===== src/rtl/hazard_unit_if.sv =====
// hazard_unit_if: hazard-control bundle between the RV32I pipeline and the
// hazard unit. The pipeline side (master) supplies decode/execute/memory
// status; the hazard unit side (slave) returns the stage-register controls,
// status flags and the optional performance counters.
interface hazard_unit_if;
  // decode stage operands
  logic [4:0]  id_rs1;
  logic [4:0]  id_rs2;
  logic        id_use_rs1;
  logic        id_use_rs2;
  // execute stage destination / writeback / branch resolution
  logic [4:0]  ex_rd;
  logic        ex_regwen;
  logic [1:0]  ex_wbsel;
  logic        ex_br_taken;
  // data memory handshake
  logic        mem_req;
  logic        mem_ready;
  // stage register controls
  logic        pc_stall;
  logic        ifid_stall;
  logic        ifid_flush;
  logic        idex_hold;
  logic        idex_flush;
  logic        exmem_hold;
  // status
  logic        mem_err;
  logic        busy;
  logic [31:0] stall_cnt;
  logic [31:0] flush_cnt;

  modport master (
    output id_rs1, id_rs2, id_use_rs1, id_use_rs2,
    output ex_rd, ex_regwen, ex_wbsel, ex_br_taken,
    output mem_req, mem_ready,
    input  pc_stall, ifid_stall, ifid_flush, idex_hold, idex_flush, exmem_hold,
    input  mem_err, busy, stall_cnt, flush_cnt
  );

  modport slave (
    input  id_rs1, id_rs2, id_use_rs1, id_use_rs2,
    input  ex_rd, ex_regwen, ex_wbsel, ex_br_taken,
    input  mem_req, mem_ready,
    output pc_stall, ifid_stall, ifid_flush, idex_hold, idex_flush, exmem_hold,
    output mem_err, busy, stall_cnt, flush_cnt
  );
endinterface


===== src/rtl/hazard_unit.sv =====
// hazard_unit: stall / hold / flush sequencing for the RV32I stage registers
// (PC, IF/ID, ID/EX, EX/MEM).
//
// Conditions, highest priority first:
//   mem_wait    : freeze PC, IF/ID, ID/EX and EX/MEM while data memory stalls
//   ex_br_taken : flush IF/ID and ID/EX, then keep flushing IF/ID for
//                 BR_PENALTY-1 further cycles (REDIRECT state)
//   load_use    : hold PC and IF/ID, inject a bubble into ID/EX
//
// A memory wait arriving during REDIRECT parks the redirect count and the
// FSM resumes REDIRECT once the access completes. The cycle in which the
// memory access completes is evaluated as the resumed state, so a branch
// (or the remaining redirect work) is processed in that same cycle.
//
// All control outputs are combinational and forced low while rst is high so
// that reset takes effect without waiting for an edge.
//
// Optional feature macro: HAZARD_PERF_EN
//   defined   : stall_cnt / flush_cnt are live 32-bit wrapping counters
//   undefined : both read as constant 0, no counter flops
module hazard_unit #(
  parameter int unsigned BR_PENALTY  = 1,
  parameter int unsigned MEM_TIMEOUT = 255,
  parameter logic [1:0]  LOAD_WBSEL  = 2'b01
) (
  input  logic         clk,
  input  logic         rst,
  hazard_unit_if.slave hz
);

  // wait counter is at least 8 bits and wide enough to reach MEM_TIMEOUT
  localparam int unsigned TO_BITS = $clog2(MEM_TIMEOUT + 1);
  localparam int unsigned WCNT_W  = (TO_BITS > 8) ? TO_BITS : 8;

  // cycles of extra IF/ID flushing after the branch cycle itself
  localparam logic [2:0] RCNT_INIT = 3'(BR_PENALTY - 1);
  localparam bit         USE_REDIR = (BR_PENALTY > 1);
  localparam bit         USE_TO    = (MEM_TIMEOUT != 0);

  typedef enum logic [1:0] {
    RUN      = 2'd0,
    REDIRECT = 2'd1,
    MEM_WAIT = 2'd2
  } state_t;

  state_t              state_q, state_d;
  logic [2:0]          rcnt_q, rcnt_d;
  logic                ret_redir_q, ret_redir_d;
  logic [WCNT_W-1:0]   wcnt_q;
  logic                err_q;

  logic mem_wait;
  logic rs1_hit;
  logic rs2_hit;
  logic load_use;
  logic eff_redir;
  logic to_hit;

  logic pc_stall_c;
  logic ifid_stall_c;
  logic ifid_flush_c;
  logic idex_hold_c;
  logic idex_flush_c;
  logic exmem_hold_c;

  // saturating increment for the consecutive-wait counter
  function automatic logic [WCNT_W-1:0] sat_inc(input logic [WCNT_W-1:0] v);
    return (&v) ? v : v + 1'b1;
  endfunction

  assign mem_wait = hz.mem_req & ~hz.mem_ready;

  assign rs1_hit  = hz.id_use_rs1 & (hz.id_rs1 == hz.ex_rd);
  assign rs2_hit  = hz.id_use_rs2 & (hz.id_rs2 == hz.ex_rd);
  assign load_use = hz.ex_regwen & (hz.ex_wbsel == LOAD_WBSEL) &
                    (hz.ex_rd != 5'd0) & (rs1_hit | rs2_hit);

  // REDIRECT work is pending either in REDIRECT itself or parked in MEM_WAIT
  assign eff_redir = (state_q == REDIRECT) |
                     ((state_q == MEM_WAIT) & ret_redir_q);

  assign to_hit = USE_TO && (wcnt_q == WCNT_W'(MEM_TIMEOUT));

  // next-state and stage-control decode, highest priority condition wins
  always_comb begin
    state_d      = state_q;
    rcnt_d       = rcnt_q;
    ret_redir_d  = ret_redir_q;
    pc_stall_c   = 1'b0;
    ifid_stall_c = 1'b0;
    ifid_flush_c = 1'b0;
    idex_hold_c  = 1'b0;
    idex_flush_c = 1'b0;
    exmem_hold_c = 1'b0;

    if (mem_wait) begin
      pc_stall_c   = 1'b1;
      ifid_stall_c = 1'b1;
      idex_hold_c  = 1'b1;
      exmem_hold_c = 1'b1;
      state_d      = MEM_WAIT;
      // remember where to resume only on entry; rcnt stays parked
      if (state_q != MEM_WAIT) begin
        ret_redir_d = (state_q == REDIRECT);
      end
    end else if (eff_redir) begin
      ifid_flush_c = 1'b1;
      if (rcnt_q <= 3'd1) begin
        state_d     = RUN;
        rcnt_d      = 3'd0;
        ret_redir_d = 1'b0;
      end else begin
        state_d = REDIRECT;
        rcnt_d  = rcnt_q - 3'd1;
      end
    end else begin
      state_d     = RUN;
      ret_redir_d = 1'b0;
      if (hz.ex_br_taken) begin
        ifid_flush_c = 1'b1;
        idex_flush_c = 1'b1;
        if (USE_REDIR) begin
          state_d = REDIRECT;
          rcnt_d  = RCNT_INIT;
        end
      end else if (load_use) begin
        pc_stall_c   = 1'b1;
        ifid_stall_c = 1'b1;
        idex_flush_c = 1'b1;
      end
    end
  end

  // FSM, redirect counter and return-state register
  always_ff @(posedge clk or posedge rst) begin
    if (rst) begin
      state_q     <= RUN;
      rcnt_q      <= 3'd0;
      ret_redir_q <= 1'b0;
    end else begin
      state_q     <= state_d;
      rcnt_q      <= rcnt_d;
      ret_redir_q <= ret_redir_d;
    end
  end

  // consecutive memory-wait counter and sticky timeout flag
  always_ff @(posedge clk or posedge rst) begin
    if (rst) begin
      wcnt_q <= '0;
      err_q  <= 1'b0;
    end else begin
      wcnt_q <= mem_wait ? sat_inc(wcnt_q) : '0;
      err_q  <= err_q | to_hit;
    end
  end

  assign hz.pc_stall   = pc_stall_c   & ~rst;
  assign hz.ifid_stall = ifid_stall_c & ~rst;
  assign hz.ifid_flush = ifid_flush_c & ~rst;
  assign hz.idex_hold  = idex_hold_c  & ~rst;
  assign hz.idex_flush = idex_flush_c & ~rst;
  assign hz.exmem_hold = exmem_hold_c & ~rst;
  assign hz.mem_err    = (err_q | to_hit) & ~rst;
  assign hz.busy       = (state_q != RUN) & ~rst;

`ifdef HAZARD_PERF_EN
  logic        br_accept;
  logic [31:0] stall_cnt_q;
  logic [31:0] flush_cnt_q;

  // a branch is accepted only when it actually drives the flush pair
  assign br_accept = hz.ex_br_taken & ~mem_wait & ~eff_redir;

  // stall-cycle and accepted-redirect event counters, wrapping
  always_ff @(posedge clk or posedge rst) begin
    if (rst) begin
      stall_cnt_q <= 32'd0;
      flush_cnt_q <= 32'd0;
    end else begin
      stall_cnt_q <= stall_cnt_q + {31'd0, pc_stall_c};
      flush_cnt_q <= flush_cnt_q + {31'd0, br_accept};
    end
  end

  assign hz.stall_cnt = stall_cnt_q;
  assign hz.flush_cnt = flush_cnt_q;
`else
  assign hz.stall_cnt = 32'd0;
  assign hz.flush_cnt = 32'd0;
`endif

endmodule


===== src/flat_wrapper.sv =====
// flat-port wrapper written by rule: the top's interface ports become plain ports
module hazard_unit_flat 
#(
  parameter int unsigned BR_PENALTY  = 1,
  parameter int unsigned MEM_TIMEOUT = 255,
  parameter logic [1:0]  LOAD_WBSEL  = 2'b01
)
  (clk, rst, hz_id_rs1, hz_id_rs2, hz_id_use_rs1, hz_id_use_rs2, hz_ex_rd, hz_ex_regwen, hz_ex_wbsel, hz_ex_br_taken, hz_mem_req, hz_mem_ready, hz_pc_stall, hz_ifid_stall, hz_ifid_flush, hz_idex_hold, hz_idex_flush, hz_exmem_hold, hz_mem_err, hz_busy, hz_stall_cnt, hz_flush_cnt);
  hazard_unit_if hz_i ();
  input  logic clk;
  input  logic rst;
  input wire logic [$bits(hz_i.id_rs1)-1:0] hz_id_rs1;
  input wire logic [$bits(hz_i.id_rs2)-1:0] hz_id_rs2;
  input wire logic [$bits(hz_i.id_use_rs1)-1:0] hz_id_use_rs1;
  input wire logic [$bits(hz_i.id_use_rs2)-1:0] hz_id_use_rs2;
  input wire logic [$bits(hz_i.ex_rd)-1:0] hz_ex_rd;
  input wire logic [$bits(hz_i.ex_regwen)-1:0] hz_ex_regwen;
  input wire logic [$bits(hz_i.ex_wbsel)-1:0] hz_ex_wbsel;
  input wire logic [$bits(hz_i.ex_br_taken)-1:0] hz_ex_br_taken;
  input wire logic [$bits(hz_i.mem_req)-1:0] hz_mem_req;
  input wire logic [$bits(hz_i.mem_ready)-1:0] hz_mem_ready;
  output wire logic [$bits(hz_i.pc_stall)-1:0] hz_pc_stall;
  output wire logic [$bits(hz_i.ifid_stall)-1:0] hz_ifid_stall;
  output wire logic [$bits(hz_i.ifid_flush)-1:0] hz_ifid_flush;
  output wire logic [$bits(hz_i.idex_hold)-1:0] hz_idex_hold;
  output wire logic [$bits(hz_i.idex_flush)-1:0] hz_idex_flush;
  output wire logic [$bits(hz_i.exmem_hold)-1:0] hz_exmem_hold;
  output wire logic [$bits(hz_i.mem_err)-1:0] hz_mem_err;
  output wire logic [$bits(hz_i.busy)-1:0] hz_busy;
  output wire logic [$bits(hz_i.stall_cnt)-1:0] hz_stall_cnt;
  output wire logic [$bits(hz_i.flush_cnt)-1:0] hz_flush_cnt;
  assign hz_i.id_rs1 = hz_id_rs1;
  assign hz_i.id_rs2 = hz_id_rs2;
  assign hz_i.id_use_rs1 = hz_id_use_rs1;
  assign hz_i.id_use_rs2 = hz_id_use_rs2;
  assign hz_i.ex_rd = hz_ex_rd;
  assign hz_i.ex_regwen = hz_ex_regwen;
  assign hz_i.ex_wbsel = hz_ex_wbsel;
  assign hz_i.ex_br_taken = hz_ex_br_taken;
  assign hz_i.mem_req = hz_mem_req;
  assign hz_i.mem_ready = hz_mem_ready;
  assign hz_pc_stall = hz_i.pc_stall;
  assign hz_ifid_stall = hz_i.ifid_stall;
  assign hz_ifid_flush = hz_i.ifid_flush;
  assign hz_idex_hold = hz_i.idex_hold;
  assign hz_idex_flush = hz_i.idex_flush;
  assign hz_exmem_hold = hz_i.exmem_hold;
  assign hz_mem_err = hz_i.mem_err;
  assign hz_busy = hz_i.busy;
  assign hz_stall_cnt = hz_i.stall_cnt;
  assign hz_flush_cnt = hz_i.flush_cnt;
  hazard_unit #(.BR_PENALTY(BR_PENALTY), .MEM_TIMEOUT(MEM_TIMEOUT), .LOAD_WBSEL(LOAD_WBSEL)) u_core (.clk(clk), .rst(rst), .hz(hz_i));
endmodule

===== config.mk =====
export PLATFORM = sky130hd
export DESIGN_NAME = hazard_unit_flat
export DESIGN_NICKNAME = d
export VERILOG_FILES = /design/src/rtl/hazard_unit_if.sv /design/src/rtl/hazard_unit.sv /design/src/flat_wrapper.sv
export SDC_FILE = /design/constraint.sdc
export NUM_CORES = 1
export LEC_CHECK = 0
export CAP_MARGIN = 20
export CORE_UTILIZATION = 50
export DETAILED_ROUTE_END_ITERATION = 10
export DONT_BUFFER_PORTS = 1
export SETUP_SLACK_MARGIN = 0.02
export SYNTH_ARGS = -nofsm -noshare
export SYNTH_HDL_FRONTEND = slang
export SYNTH_SLANG_ARGS = --single-unit

===== constraint.sdc =====
create_clock -name clk -period 2 [get_ports clk]
set_clock_uncertainty 0.15 [all_clocks]
set_input_delay 0.3 -clock clk [delete_from_list [all_inputs] [get_ports clk]]
set_output_delay 0.3 -clock clk [all_outputs]
set_load 0.01 [all_outputs]

# [Word-level counts from Yosys, hierarchy flattened]
# Index checks and enable logic that the tools add are counted.
[word_totals] word_cells=63 latch_bits=0 input_bits=25 regBits=15 romBits=0 mem_bits_rw=0 mem_count=0
[op_classes] reduce_logical=5 order_cmp=1 addsub=2 n_shift=0 bitwise_logic=19 mul=0 mux=21 n_eq_ne=10 div_mod_pow=0
[op_table] cell="2-to-1 mux 1 bit" n=17
[op_table] cell="2-to-1 mux 8 bit" n=2
[op_table] cell="AND 1 bit" n=13
[op_table] cell="== test 5 bit" n=2
[op_table] cell="adder 8 x 1 -> 8 bit (second input constant)" n=1
[op_table] cell="== test 8 bit (second input constant)" n=1
[op_table] cell="AND reduction 8 bit" n=1
[op_table] cell="inequality test 2 bit (second input constant)" n=3
[op_table] cell="nonzero test 5 bit" n=1
[op_table] cell="== test 2 x 1 -> 1 bit (second input constant)" n=2
[op_table] cell="AND reduction 2 bit" n=2
[op_table] cell="<= comparator 3 x 1 -> 1 bit (second input constant)" n=1
[op_table] cell="2-to-1 mux 3 bit" n=1
[op_table] cell="inequality test 3 x 2 -> 1 bit (second input constant)" n=1
[op_table] cell="inverter 1 bit" n=3
[op_table] cell="bitwise OR 1 bit" n=3
[op_table] cell="subtractor 3 x 1 -> 3 bit (second input constant)" n=1
[op_table] cell="== test 2 bit (second input constant)" n=1
[op_table] cell="2-to-1 mux 2 bit" n=1
[op_table] cell="nonzero test 2 bit" n=1

# [Logic depth before layout (Yosys ltp)]
# Gate-level depths: netlist of run 1.
[depth] depth_word=9 mapped_depth=6 ltp_nobuf=6

# [Worst setup path after synthesis of run 1]
# OpenSTA, ideal clock, no wires.
[synth_path] kind="reg-to-output" start="reg u_core.state_q[1]" end="out hz_pc_stall" arrival_time_ns=1.457 stages_incl_launch_ff=6 n_path_buf=1 slack_ns=0.093 t_required_ns=1.550 path_cell_list="dfrtp_1 > nand2_1 > mux2i_1 > or4_1 > o22ai_1 > buf_4"
[synth_between] elab_chain_len=6
[synth_lines] element="start: declaration" line_no="hazard_unit.sv:46" text="state_t state_q, state_d;"
[synth_lines] element="start signal: assignment" line_no="hazard_unit.sv:141" text="state_q <= state_d;"
[synth_lines] element="== test 2 bit" line_no="hazard_unit.sv:80" text="((state_q == MEM_WAIT) & ret_redir_q);"
[synth_lines] element="AND 1 bit" line_no="hazard_unit.sv:80"
[synth_lines] element="bitwise OR 1 bit *" line_no="hazard_unit.sv:79" text="assign eff_redir = (state_q == REDIRECT) |"
[synth_lines] element="2-to-1 mux 1 bit * (2 in a row)"
[synth_lines] element="AND 1 bit *"
[synth_lines] element="end: declaration" line_no="flat_wrapper.sv:22" text="output wire logic [$bits(hz_i.pc_stall)-1:0] hz_pc_stall;"
# Mark *: on every way between the ends. The rest lies on a longest branch, timed or not.

# [Worst setup path after layout of run 1]
[layout_path] start="reg u_core.state_q[1]" end="out hz_ifid_stall"
[layout_between] elab_chain_len=6
[layout_lines] element="== test 2 bit" line_no="hazard_unit.sv:80"
[layout_lines] element="AND 1 bit" line_no="hazard_unit.sv:80"
[layout_lines] element="bitwise OR 1 bit *" line_no="hazard_unit.sv:79"
[layout_lines] element="2-to-1 mux 1 bit *" line_no="hazard_unit.sv:106" text="end else if (eff_redir) begin"
[layout_lines] element="2-to-1 mux 1 bit *" line_no="hazard_unit.sv:96" text="if (mem_wait) begin"
[layout_lines] element="AND 1 bit *" line_no="hazard_unit.sv:159" text="assign hz.ifid_stall = ifid_stall_c & ~rst;"
[layout_lines] element="end: declaration" line_no="flat_wrapper.sv:23" text="output wire logic [$bits(hz_i.ifid_stall)-1:0] hz_ifid_stall;"
# Marked as above.

==> impl_metrics.py, run 1 <==
metrics = {
    "final_layout": {
        "fill_cells": 251,
        "syn_to_final_growth_pct": -7.509,
        "nets": 200,
        "utilization": 0.5102,
        "drive_gt1_frac": 0.1345,
        "n_antenna_cell": 0,
        "stdcell_area_um2": 1310,
        "finalNonFillerCells": 201,
    },
    "placed_design": {
        "port_buffers": 0,
        "place_inst": 193,
        "dpl_cell_area_um2": 1229,
        "place_ws_ns": 0.1714,
        "hpwl_mm": 1.806,
        "gp_congestion": 0.7720,
    },
    "worst_setup_path": {
        "arrival_ns": 1.65,
        "reg2reg_slack_ns": 0.47,
        "cp-startpoint": "u_core.state_q[1]",
        "cp_data_required_time_ns": 1.55,
        "crit_family": "simple AND/OR/NAND/NOR gates",
        "slowest_stage": "or4_1",
        "r2r-end": "u_core.wcnt_q[1]",
        "path_max_fanout": 5,
        "crit_type": "flip-flop to output pin",
        "cp-start-kind": "flip-flop",
        "max_stage_delay_ns": 0.47,
        "r2r_cells": 6,
        "path_cells": "nand2_2 > mux2i_2 > or4_1 > o22ai_1 > buf_4",
        "cp-end-kind": "output pin",
        "reg2reg_from": "u_core.wcnt_q[0]",
        "crit_buf_inv": 1,
    },
    "synthesis": {
        "netlist_area_um2": 1416,
        "syn_inst": 162,
        "synth_edf_count": 0,
        "ys_ff_latch": 15,
        "seq_area_frac_synth": 0.2650,
        "avgSynthCellArea_um2": 8.743,
        "ys.flop_type": "dfrtp_1",
        "async_flop_share": 1.000,
        "yosysUniqueCellTypes": 38,
        "yosys_warnings": 0,
    },
    "floorplanning": {
        "die_x_um": 55.23,
        "coreArea_um2": 2567,
        "ios": 97,
        "die-area_um2": 3050,
        "rows": 18,
        "start_util": 0.5517,
        "chipHeight_um": 55.23,
    },
    "drt": {
        "drtIter0Drc": 13,
        "drt_wl_total_mm": 2.228,
        "dr_total_vias": 919,
        "drc": 0,
        "wl_per_cell_um": 11.08,
        "ant_nets": 0,
        "vias_per_cell": 4.572,
        "dr.pass1.iters": 4,
    },
    "pwr": {
        "power.density_nw_per_um2": 468.5,
        "cellLeakagePower_nw": 0.6761,
        "ir_worst_vdd_uv": 479.9,
    },
    "sta": {
        "rsz0062_at_grt": "yes",
        "slew_violations": 0,
        "period_needed_ns": 2.103,
        "hold_viol": 0,
        "fin_ws_ns": -0.1031,
        "fmax_ghz": 0.4755,
        "post-route-period-util": 1.052,
        "finalSetupViolCount": 3,
    },
    "clocking": {
        "clockBufferDepth": 2,
        "cts_tree": "yes",
        "cts_buffers": 3,
        "root_buffer": "clkbuf_4",
        "clk_pin_slew_ns": 0.09,
        "clock-sinks": 15,
        "htree_levels": 1,
        "clk_latency_ns": 0.28,
    },
    "status": {
        "status": "finished, violations left",
        "violations": "negative setup slack",
    },
    "worst_hold_path": {
        "hold_class": "input pin to flip-flop",
        "hold_path_depth": 3,
        "whs_endpoint": "u_core.state_q[1]",
        "worstHoldStart": "hz_mem_req",
    },
    "global_routing": {
        "use_met3": 0.03279,
        "grt_pass1_wl_mm": 3.436,
        "grt.total_usage": 0.1370,
        "grt_pass1_vias": 737,
        "use_met2": 0.2496,
        "grt_max_degree": 16,
        "top_usage_layer": "met2",
        "antenna_found_initial": 0,
        "grt_overflow": 0,
        "met1_usage": 0.1701,
    },
    "flow_run": {
        "maxCapViolCount": 0,
    },
}
==> cells in the mapped netlist (3+ instances only) <==
cell type  instances  area [µm²]
nor4_1             3       18.77
ha_1               3       37.54
inv_1              5       18.77
nand3_1            3       15.01
xnor2_1            3       26.28
buf_4             66       495.5
a31oi_1            4       25.02
nand2_1            3       11.26
nor3_1             3       15.01
o21ai_0            3       15.01
nor2_1             9       33.78
dfrtp_1           15       375.4
xor2_1             9       78.83
==> cells by family after synthesis <==
family | after synthesis | synth area share
xor gates and xnor gates | 12 | 0.07421
other | 1 | 0.002648
muxes | 4 | 0.03003
AOI/OAI and AO/OA | 18 | 0.08657
DFF | 15 | 0.2650
buffers and inverters | 72 | 0.3657
adders and majority gates | 3 | 0.02650
and+or+nand+nor | 37 | 0.1493
==> how the worst max path moves through the flow <==
stage | end | depth (start not counted)
floorplan | hz_pc_stall | 5
global placement | hz_ifid_stall | 5
detailed placement | hz_ifid_stall | 5
CTS | hz_ifid_stall | 5
global route | hz_pc_stall | 5
finish | hz_ifid_stall | 5
==> stage by stage <==
stage | hold WS (ns) | power, mW | setup TNS, ns
floorplan | 0.06446 | 0.5189 | 0
global placement | 0.1640 | 0.4402 | 0
detailed placement | 0.1465 | 0.4415 | 0
CTS | 0.1496 | 0.6200 | -0.2916
global route | 0.1660 | 0.6543 | -0.5429
finish | 0.1603 | 0.6138 | -0.2755
==> per-layer routing <==
metal  routed length (µm)  vias to the layer above
li1                     -                      436
met1                  915                      429
met2                 1149                       52
met3                  153                        2
met4                   10                        0
met5                    0                        -
==> tightest hold or removal path, cell delays in order <==
cell,delay (ns)
nand2b_2,0.05
inv_1,0.05
buf_4,0.15
==> placed cells by master, fill, tap and decap left out, drive strengths merged, types with 3 or more instances in the layout <==
master,count
a31oi,4
conb,64
nand2,3
nand2b,3
buf,8
clkbuf,3
ha,3
nor3,3
xnor2,3
dfrtp,15
or4,3
nand3,3
nor4,3
nor2,9
xor2,9
inv,5
o21ai,4
==> area by class of cell <==
cell class,count,area (µm²),share of cell area
Clock buffer,3,22.52,0.01719
Clock inverter,1,5.005,0.003820
Inverter,5,18.77,0.01433
Multi-Input combinational cell,138,780.7,0.5960
Sequential cell,15,375.4,0.2865
Tap cell,30,37.54,0.02865
Timing Repair Buffer,9,70.07,0.05349
==> where the power goes <==
part	internal, mW	switching (mW)
Clock	0.0741	0.0948
Combinational	0.0366	0.0943
Sequential	0.308	0.00556
==> sequential cells by signal, summed over array words and instances (netlist names) <==
register and flops:
u_core.rcnt_q 3, u_core.state_q 2, u_core.wcnt_q 8, u_core.err_q 1, u_core.ret_redir_q 1
==> timing repair <==
action                                 4_1_cts  5_1_grt
pin swaps                                    1        0
endpoints found under the hold margin       15        0
resized for setup                            2        4
buffers inserted                             3        0
setup endpoints to repair                    4        5
hold buffers                                 1        0
(Power assumes the default switching activity.)
==> run 2, diff against run 1 <==
--- a/config.mk
+++ b/config.mk
@@ -11,4 +11,5 @@
 export DONT_BUFFER_PORTS = 1
 export SETUP_SLACK_MARGIN = 0.02
+export SLEW_MARGIN = 5
 export SYNTH_ARGS = -nofsm -noshare
 export SYNTH_HDL_FRONTEND = slang
==> constraint.sdc (replaced) <==
create_clock -name clk -period 2 [get_ports clk]
set_clock_uncertainty 0.15 [all_clocks]
set_input_delay 0.4 -clock clk [delete_from_list [all_inputs] [get_ports clk]]
set_output_delay 0.4 -clock clk [all_outputs]
set_load 0.01 [all_outputs]
==> run 2 against run 1 <==
  * The run still ends with negative setup slack left
  * Total power shrank 0.42%
  * Largest cell class unchanged
  * Worst hold slack gained 0.11 ns
  * Largest power group unchanged
  * Cell count grew 2.0%
  * Critical path type unchanged
==> impl_metrics.py, run 2 (synthesis gave the netlist of run 1 again) <==
metrics = {
    "status": {
        "status": "finished, violations left",
        "violations": "negative setup slack",
    },
    "placed_design": {
        "place_ws_ns": 0.09208,
        "gp_congestion": 0.8433,
        "port_buffers": 0,
        "hpwl_mm": 1.706,
        "dpl_cell_area_um2": 1235,
    },
    "worst_setup_path": {
        "cp-startpoint": "u_core.state_q[1]",
        "crit_type": "flip-flop to output pin",
        "path_max_fanout": 4,
        "cp-start-kind": "flip-flop",
        "cp_data_required_time_ns": 1.45,
        "reg2reg_slack_ns": 0.47,
        "r2r-end": "u_core.wcnt_q[5]",
        "cp-endpoint": "hz_pc_stall",
        "cp-end-kind": "output pin",
        "arrival_ns": 1.56,
        "reg2reg_from": "u_core.wcnt_q[1]",
        "r2r_cells": 6,
    },
    "final_layout": {
        "n_antenna_cell": 0,
        "drive_gt1_frac": 0.1771,
        "stdcell_area_um2": 1376,
        "layout_commonest_cell": "conb_1",
        "regMostFlops": "u_core.wcnt_q",
        "reg.largest.list": "u_core.wcnt_q (8), u_core.rcnt_q (3), u_core.state_q (2)",
        "final_cell_mix": "64 x conb_1, 15 x dfrtp_1, 12 x buf_4, 9 x nor2_1, 9 x xor2_1",
        "syn_to_final_growth_pct": -2.827,
        "fill_cells": 252,
        "largest_reg_flops": 8,
        "nets": 204,
    },
    "floorplanning": {
        "chipHeight_um": 55.23,
        "ios": 97,
        "start_util": 0.5517,
        "rows": 18,
        "die-area_um2": 3050,
        "coreArea_um2": 2567,
        "die_x_um": 55.23,
    },
    "clocking": {
        "clk_pin_slew_ns": 0.09,
        "cts_buffers": 3,
        "cts_tree": "yes",
        "clk_latency_ns": 0.27,
        "htree_levels": 1,
        "root_buffer": "clkbuf_4",
        "clockBufferDepth": 2,
        "clock-sinks": 15,
    },
    "pwr": {
        "cellLeakagePower_nw": 0.7030,
        "power.density_nw_per_um2": 444.1,
        "ir_worst_vdd_uv": 312.1,
    },
    "flow_run": {
        "maxCapViolCount": 0,
    },
    "sta": {
        "finalSetupTns_ns": -0.2965,
        "period_needed_ns": 2.105,
        "finalSetupViolCount": 3,
        "slew_violations": 0,
        "hold_viol": 0,
        "rsz0062_at_grt": "yes",
        "fin_ws_ns": -0.1055,
        "post-route-period-util": 1.053,
        "fmax_ghz": 0.4750,
    },
    "global_routing": {
        "grt_pass1_vias": 836,
        "grt.total_usage": 0.1419,
        "grt_pass1_wl_mm": 3.588,
        "grt_overflow": 0,
        "grt_max_degree": 16,
        "antenna_found_initial": 0,
    },
    "drt": {
        "drc": 0,
        "ant_nets": 0,
        "wl_per_cell_um": 11.11,
        "vias_per_cell": 4.673,
        "drt_wl_total_mm": 2.278,
        "drtIter0Drc": 7,
        "dr_total_vias": 958,
        "dr.pass1.iters": 4,
    },
    "worst_hold_path": {
        "worstHoldStart": "hz_mem_req",
        "hold_class": "input pin to flip-flop",
    },
}
-- run 2: worst min path at each step --
stage	cells after the start	to	slack, ns
floorplan	1	u_core.err_q	0.16
global placement	2	u_core.state_q[1]	0.26
detailed placement	2	u_core.rcnt_q[1]	0.26
global route	3	u_core.state_q[1]	0.27
CTS	3	u_core.state_q[1]	0.26
finish	3	u_core.state_q[1]	0.27
-- run 2: critical path, stage by stage, from the launching register on --
cell and delay (ns):
dfrtp_1 0.43, nand2_2 0.09, mux2i_2 0.08, or4_4 0.50, o22ai_4 0.19
-- run 2: stage by stage --
stage | hold slack (ns) | total power [mW] | utilization | std cells
final | 0.2716 | 0.6112 | 0.5361 | 205
after global routing | 0.2679 | 0.6538 | 0.5361 | 205
after CTS | 0.2644 | 0.6175 | 0.5132 | 200
after detailed placement | 0.2603 | 0.4412 | 0.4810 | 193
after global placement | 0.2641 | 0.4385 | 0.4810 | 193
after floorplan | 0.1645 | 0.5197 | - | 225
-- run 2: report_power, final --
part | switching, mW | total [mW] | internal, mW
clock | 0.0891 | 0.163 | 0.0739
sequential | 0.00672 | 0.315 | 0.308
combinational | 0.0951 | 0.133 | 0.0379
total | 0.191 | 0.611 | 0.420
-- run 2: cell type report --
cell class / instances / area, µm² / area share
Multi-Input combinational cell: 138 / 817.0 / 0.5936
Sequential cell: 15 / 375.4 / 0.2727
Timing Repair Buffer: 13 / 100.1 / 0.07273
Tap cell: 30 / 37.54 / 0.02727
Clock buffer: 3 / 22.52 / 0.01636
Inverter: 5 / 18.77 / 0.01364
Clock inverter: 1 / 5.005 / 0.003636
-- run 2: per-layer routing --
metal  wire (µm)  share of wire  vias up  GRT usage
met5           0              0        -          0
met4           0              0        0    0.03929
met3         172          0.076        0    0.02576
met2        1198           0.53       70     0.2547
met1         906           0.40      443     0.1726
li1            -              -      445          -
-- run 2: what timing repair did --
item	CTS	global route
setup buffers	2	5
setup endpoints to repair	4	5
hold buffers	1	0
gates resized for setup	7	4
endpoints found under the hold margin	15	0
pin swaps	1	3
==> run 3, diff against run 2 <==
- CAP_MARGIN: 20 -> unset
- SLEW_MARGIN: 5 -> unset
==> results of run 3 <==
Same layout as run 2: the final DEF is identical, and so are final timing and power.
==> variant 1 (flow settings as in run 3) <==
`MEM_TIMEOUT` is set to 255 in 2 places; all go to 510.
--- a/src/rtl/hazard_unit.sv
+++ b/src/rtl/hazard_unit.sv
@@ -21,5 +21,5 @@
 module hazard_unit #(
   parameter int unsigned BR_PENALTY  = 1,
-  parameter int unsigned MEM_TIMEOUT = 255,
+  parameter int unsigned MEM_TIMEOUT = 510,
   parameter logic [1:0]  LOAD_WBSEL  = 2'b01
 ) (
--- a/src/flat_wrapper.sv
+++ b/src/flat_wrapper.sv
@@ -3,5 +3,5 @@
 #(
   parameter int unsigned BR_PENALTY  = 1,
-  parameter int unsigned MEM_TIMEOUT = 255,
+  parameter int unsigned MEM_TIMEOUT = 510,
   parameter logic [1:0]  LOAD_WBSEL  = 2'b01
 )
Behaviour: same outputs for any inputs over 10 cycles, from zero or initial values and one cycle with rst high; that may be too few to reach the edited logic, so the function may still have changed.
==> variant 1 against run 3 <==
The run ends with design-rule violations, negative setup slack left; cell area up 13%; critical endpoint is now hz_ifid_stall; critical path depth unchanged; worst hold slack worse by 0.12 ns; sequential cell count up 1; area after synthesis up 6.9%; largest power group unchanged; count of clock-buffer cells in the layout up 1; setup slack worse by 0.0099 ns; routed wire length up 7.2%; power up 24%; non-clock buffer count up 10.
==> variant 1: results (changes against run 3) <==
fill count=271 (was 252); clkbuf count=4 (was 3); outcome=finished with violations (unchanged); met3 usage=5.22% (was 2.58%); Placer Congestion=0.709 (was 0.843); grt met2 use=23.2% (was 25.5%); Final non-clock buffer share=11.9% (was 7.27%); Synth Area in XOR/XNOR=8.68% (was 7.42%); Worst Setup SP=u_core.ret_redir_q (was u_core.state_q[1]); DRT Pass-1 Iters=7 (was 4); setup violators final=2 (was 3); metal3 WL=164 µm (was 172 µm); total wire length=2440 µm (was 2280 µm); Sink Count=16 (was 15); met1 usage=18.3% (was 17.3%); vias in the first global route=818 (was 836); Worst-Skew Late Latency=0.29 ns (was 0.27 ns); failing checks=design-rule violations, negative setup slack (was negative setup slack); clock slew at reported path FFs=0.11 ns (was 0.09 ns); Lkg Pwr=0.833 nW (was 0.703 nW); number of non-clock buffers=23 (was 13); top layer in use=met4 (was met3); DRT met1 WL=995 µm (was 906 µm); hpwl dp=1770 µm (was 1710 µm); via count=991 (was 958); Setup WS post-layout=-0.115 ns (was -0.105 ns); layout cell share with drive strength beyond 1=22.7% (was 17.7%); multiplexer share of the synthesized area=1.40% (was 3.00%); DRC viols=10 (was 0); initial drt markers=40 (was 7); sequential cell area share=25.6% (was 27.3%); commonest cells in the synthesized netlist=66 x buf_4, 16 x dfrtp_1, 14 x nor2_1, 11 x xor2_1, 6 x inv_1 (was 66 x buf_4, 15 x dfrtp_1, 9 x nor2_1, 9 x xor2_1, 5 x inv_1); Area contributors post-synth=buf_4 33%, dfrtp_1 26%, xor2_1 6.4% (was buf_4 35%, dfrtp_1 27%, xor2_1 5.6%); fraction of area in multi-input gates=55.9% (was 59.4%); Inverters=7 (was 5); VDD IR max=0.405 mV (was 0.312 mV); Logic power comb=0.186 mW (was 0.133 mW); Int Pwr=0.512 mW (was 0.420 mW); #MultiIn Comb=144 (was 138); post-synthesis compound-gate area fraction=8.84% (was 8.66%); Total Nets Final=225 (was 204); first-pass GRT wire length=3570 µm (was 3590 µm); Clk power=0.222 mW (was 0.163 mW); largest net degree at the start of global routing=17 (was 16); clk cell area share=2.32% (was 2.00%)
variant 1: through the flow:
| step | TNS [ns] | cell area [µm²] | power, mW | instances | setup WS [ns] |
|---|---|---|---|---|---|
| 6_report | -0.231 | 1560 | 0.760 | 225 | -0.115 |
| 5_1_grt | -0.517 | 1560 | 0.813 | 225 | -0.218 |
| 4_1_cts | -0.344 | 1450 | 0.762 | 215 | -0.161 |
| 3_5_place_dp | -0.0482 | 1350 | 0.530 | 205 | -0.0482 |
| 3_3_place_gp | 0 | 1350 | 0.527 | 205 | 0.0356 |
| 2_1_floorplan | -0.0177 | 1760 | 0.599 | 235 | -0.0177 |
variant 1: what timing repair did:
action                                  in CTS  in global routing
hold endpoints to repair                    16                  0
endpoints found under the setup margin       3                  8
hold buffers                                 1                  0
gates resized for setup                      4                 11
pin swaps                                    4                  7
buffers inserted                             5                 10
variant 1: final timing paths:
| check | endpoint | slack, ns | cells past startpoint |
|---|---|---|---|
| max | hz_ifid_stall | -0.12 | 4 |
| min | u_core.state_q[1] | 0.15 | 2 |
| max reg2reg | u_core.wcnt_q[5] | 0.13 | 7 |
| min reg2reg | u_core.err_q | 0.33 | 1 |
| max in group asynchronous | u_core.wcnt_q[6] | 1.06 | 3 |
| min in group asynchronous | u_core.ret_redir_q | 0.45 | 3 |
variant 1: cell families (layout without fill, tap and decap cells):
| kind of cell | after synthesis | in the layout |
|---|---|---|
| and+or+nand+nor | 39 | 39 |
| buffers and inverters | 75 | 34 |
| muxes | 2 | 2 |
| other | 1 | 64 |
| DFF | 16 | 16 |
| AOI/OAI and AO/OA | 19 | 19 |
| adders and majority gates | 5 | 5 |
| xor gates and xnor gates | 15 | 15 |
==> variant 2 (settings of run 3) <==
Made on the original files. The 3 states of `state_t` get a one-hot encoding in 3 bits.
--- a/src/rtl/hazard_unit.sv
+++ b/src/rtl/hazard_unit.sv
@@ -38,8 +38,8 @@
   localparam bit         USE_TO    = (MEM_TIMEOUT != 0);
 
-  typedef enum logic [1:0] {
-    RUN      = 2'd0,
-    REDIRECT = 2'd1,
-    MEM_WAIT = 2'd2
+  typedef enum logic [2:0] {
+    RUN      = 3'b001,
+    REDIRECT = 3'b010,
+    MEM_WAIT = 3'b100
   } state_t;
 
Check against the original RTL: same outputs for any inputs over 10 cycles, from zero or initial values and one cycle with rst high; not proved beyond that.
==> variant 2 against run 3 <==
The flow still finishes with violations (negative setup slack); critical endpoint unchanged; setup slack got worse by 0.30 ns; power increased by 5.1%; first-iteration DRC count decreased by 86%; sequential cell count increased by 1; routed wire length increased by 2.2%; sequential share of layout area decreased by 0.52 points; area after synthesis increased by 5.0%; critical path type unchanged; cell area increased by 9.1%; via count increased by 4.4%; largest power group unchanged; synthesized cell count increased by 8.0%; count of clock-buffer cells in the layout increased by 1; worst hold slack got worse by 0.017 ns.
==> variant 2: results (changes against run 3) <==
outcome=finished with violations (unchanged); failing checks=negative setup slack (unchanged); Core Util, Final=54.0% (was 53.6%); Final non-clock buffer share=10.9% (was 7.27%); Crit path largest cell delay=0.54 ns (was 0.50 ns); Setup WS post-layout=-0.404 ns (was -0.105 ns); fill count=265 (was 252); cells on worst reg2reg path=5 (was 6); Post CTS Setup Buffer Count=4 (was 2); Fin Hold WS=0.255 ns (was 0.272 ns); CP Max Fanout=3 (was 4); layout cell share with drive strength beyond 1=19.4% (was 17.7%); total wire length=2330 µm (was 2280 µm); grt met2 use=23.4% (was 25.5%); Placer Congestion=0.773 (was 0.843); setup violators final=3 (unchanged); Avg Inst Size Synth=8.50 µm² (was 8.74 µm²); Total Nets Final=225 (was 204); post-CTS sizing=6 (was 7); #MultiIn Comb=148 (was 138); met2 routed WL=1250 µm (was 1200 µm); setup slack at placement=-0.128 ns (was 0.0921 ns); Critical path buffers and inverters=1 (was 0); Inverters=7 (was 5); commonest cells in the synthesized netlist=66 x buf_4, 18 x nor2_1, 15 x dfrtp_1, 12 x xor2_1 (was 66 x buf_4, 15 x dfrtp_1, 9 x nor2_1, 9 x xor2_1, 5 x inv_1); fraction of area in multi-input gates=56.2% (was 59.4%); Seq/Total Area, Yosys=27.0% (was 26.5%); Worst-Skew Late Latency=0.29 ns (was 0.27 ns); Top Registers=u_core.wcnt_q x8, u_core.rcnt_q x3, u_core.state_q x3 (was u_core.wcnt_q x8, u_core.rcnt_q x3, u_core.state_q x2); DR WL/cell=10.3 µm (was 11.1 µm); FF/Latch Area=402 µm² (was 375 µm²); number of non-clock buffers=21 (was 13); Reg power frac=51.5% (was 51.6%); num sequential=16 (was 15); Int Pwr=0.444 mW (was 0.420 mW); metal3 WL=113 µm (was 172 µm); DRT met1 WL=957 µm (was 906 µm); Worst R2R Start=u_core.state_q[2] (was u_core.wcnt_q[1])
-- variant 2: cell types whose count changed in the layout (fill, tap and decap cells not counted), moves of 2 or more --
cell and delta:
buf_4 +7, nor2_1 +7, nand3b_1 +2, inv_1 +2, nor3_1 -2, o2111ai_1 +2
nor2_2 +2, a21oi_1 +2, nand2_1 +5, xor2_1 +3, and4_1 -2, a31oi_1 -4
-- variant 2: logic make-up after synthesis --
family / synth area share, %
xor gates and xnor gates: 8.83
other: 0.252
DFF: 27.0
buffers and inverters: 35.3
muxes: 2.86
AOI/OAI and AO/OA: 7.57
adders and majority gates: 2.52
and+or+nand+nor: 15.6
-- variant 2: worst min path at each step --
stage	from	depth (start not counted)	slack, ns	end
CTS	hz_mem_req	3	0.27	u_core.state_q[2]
global route	hz_mem_req	3	0.27	u_core.state_q[2]
finish	hz_mem_req	3	0.25	u_core.state_q[2]
floorplan	rst	1	0.18	u_core.err_q
detailed placement	rst	2	0.15	u_core.state_q[2]
global placement	rst	2	0.15	u_core.state_q[2]
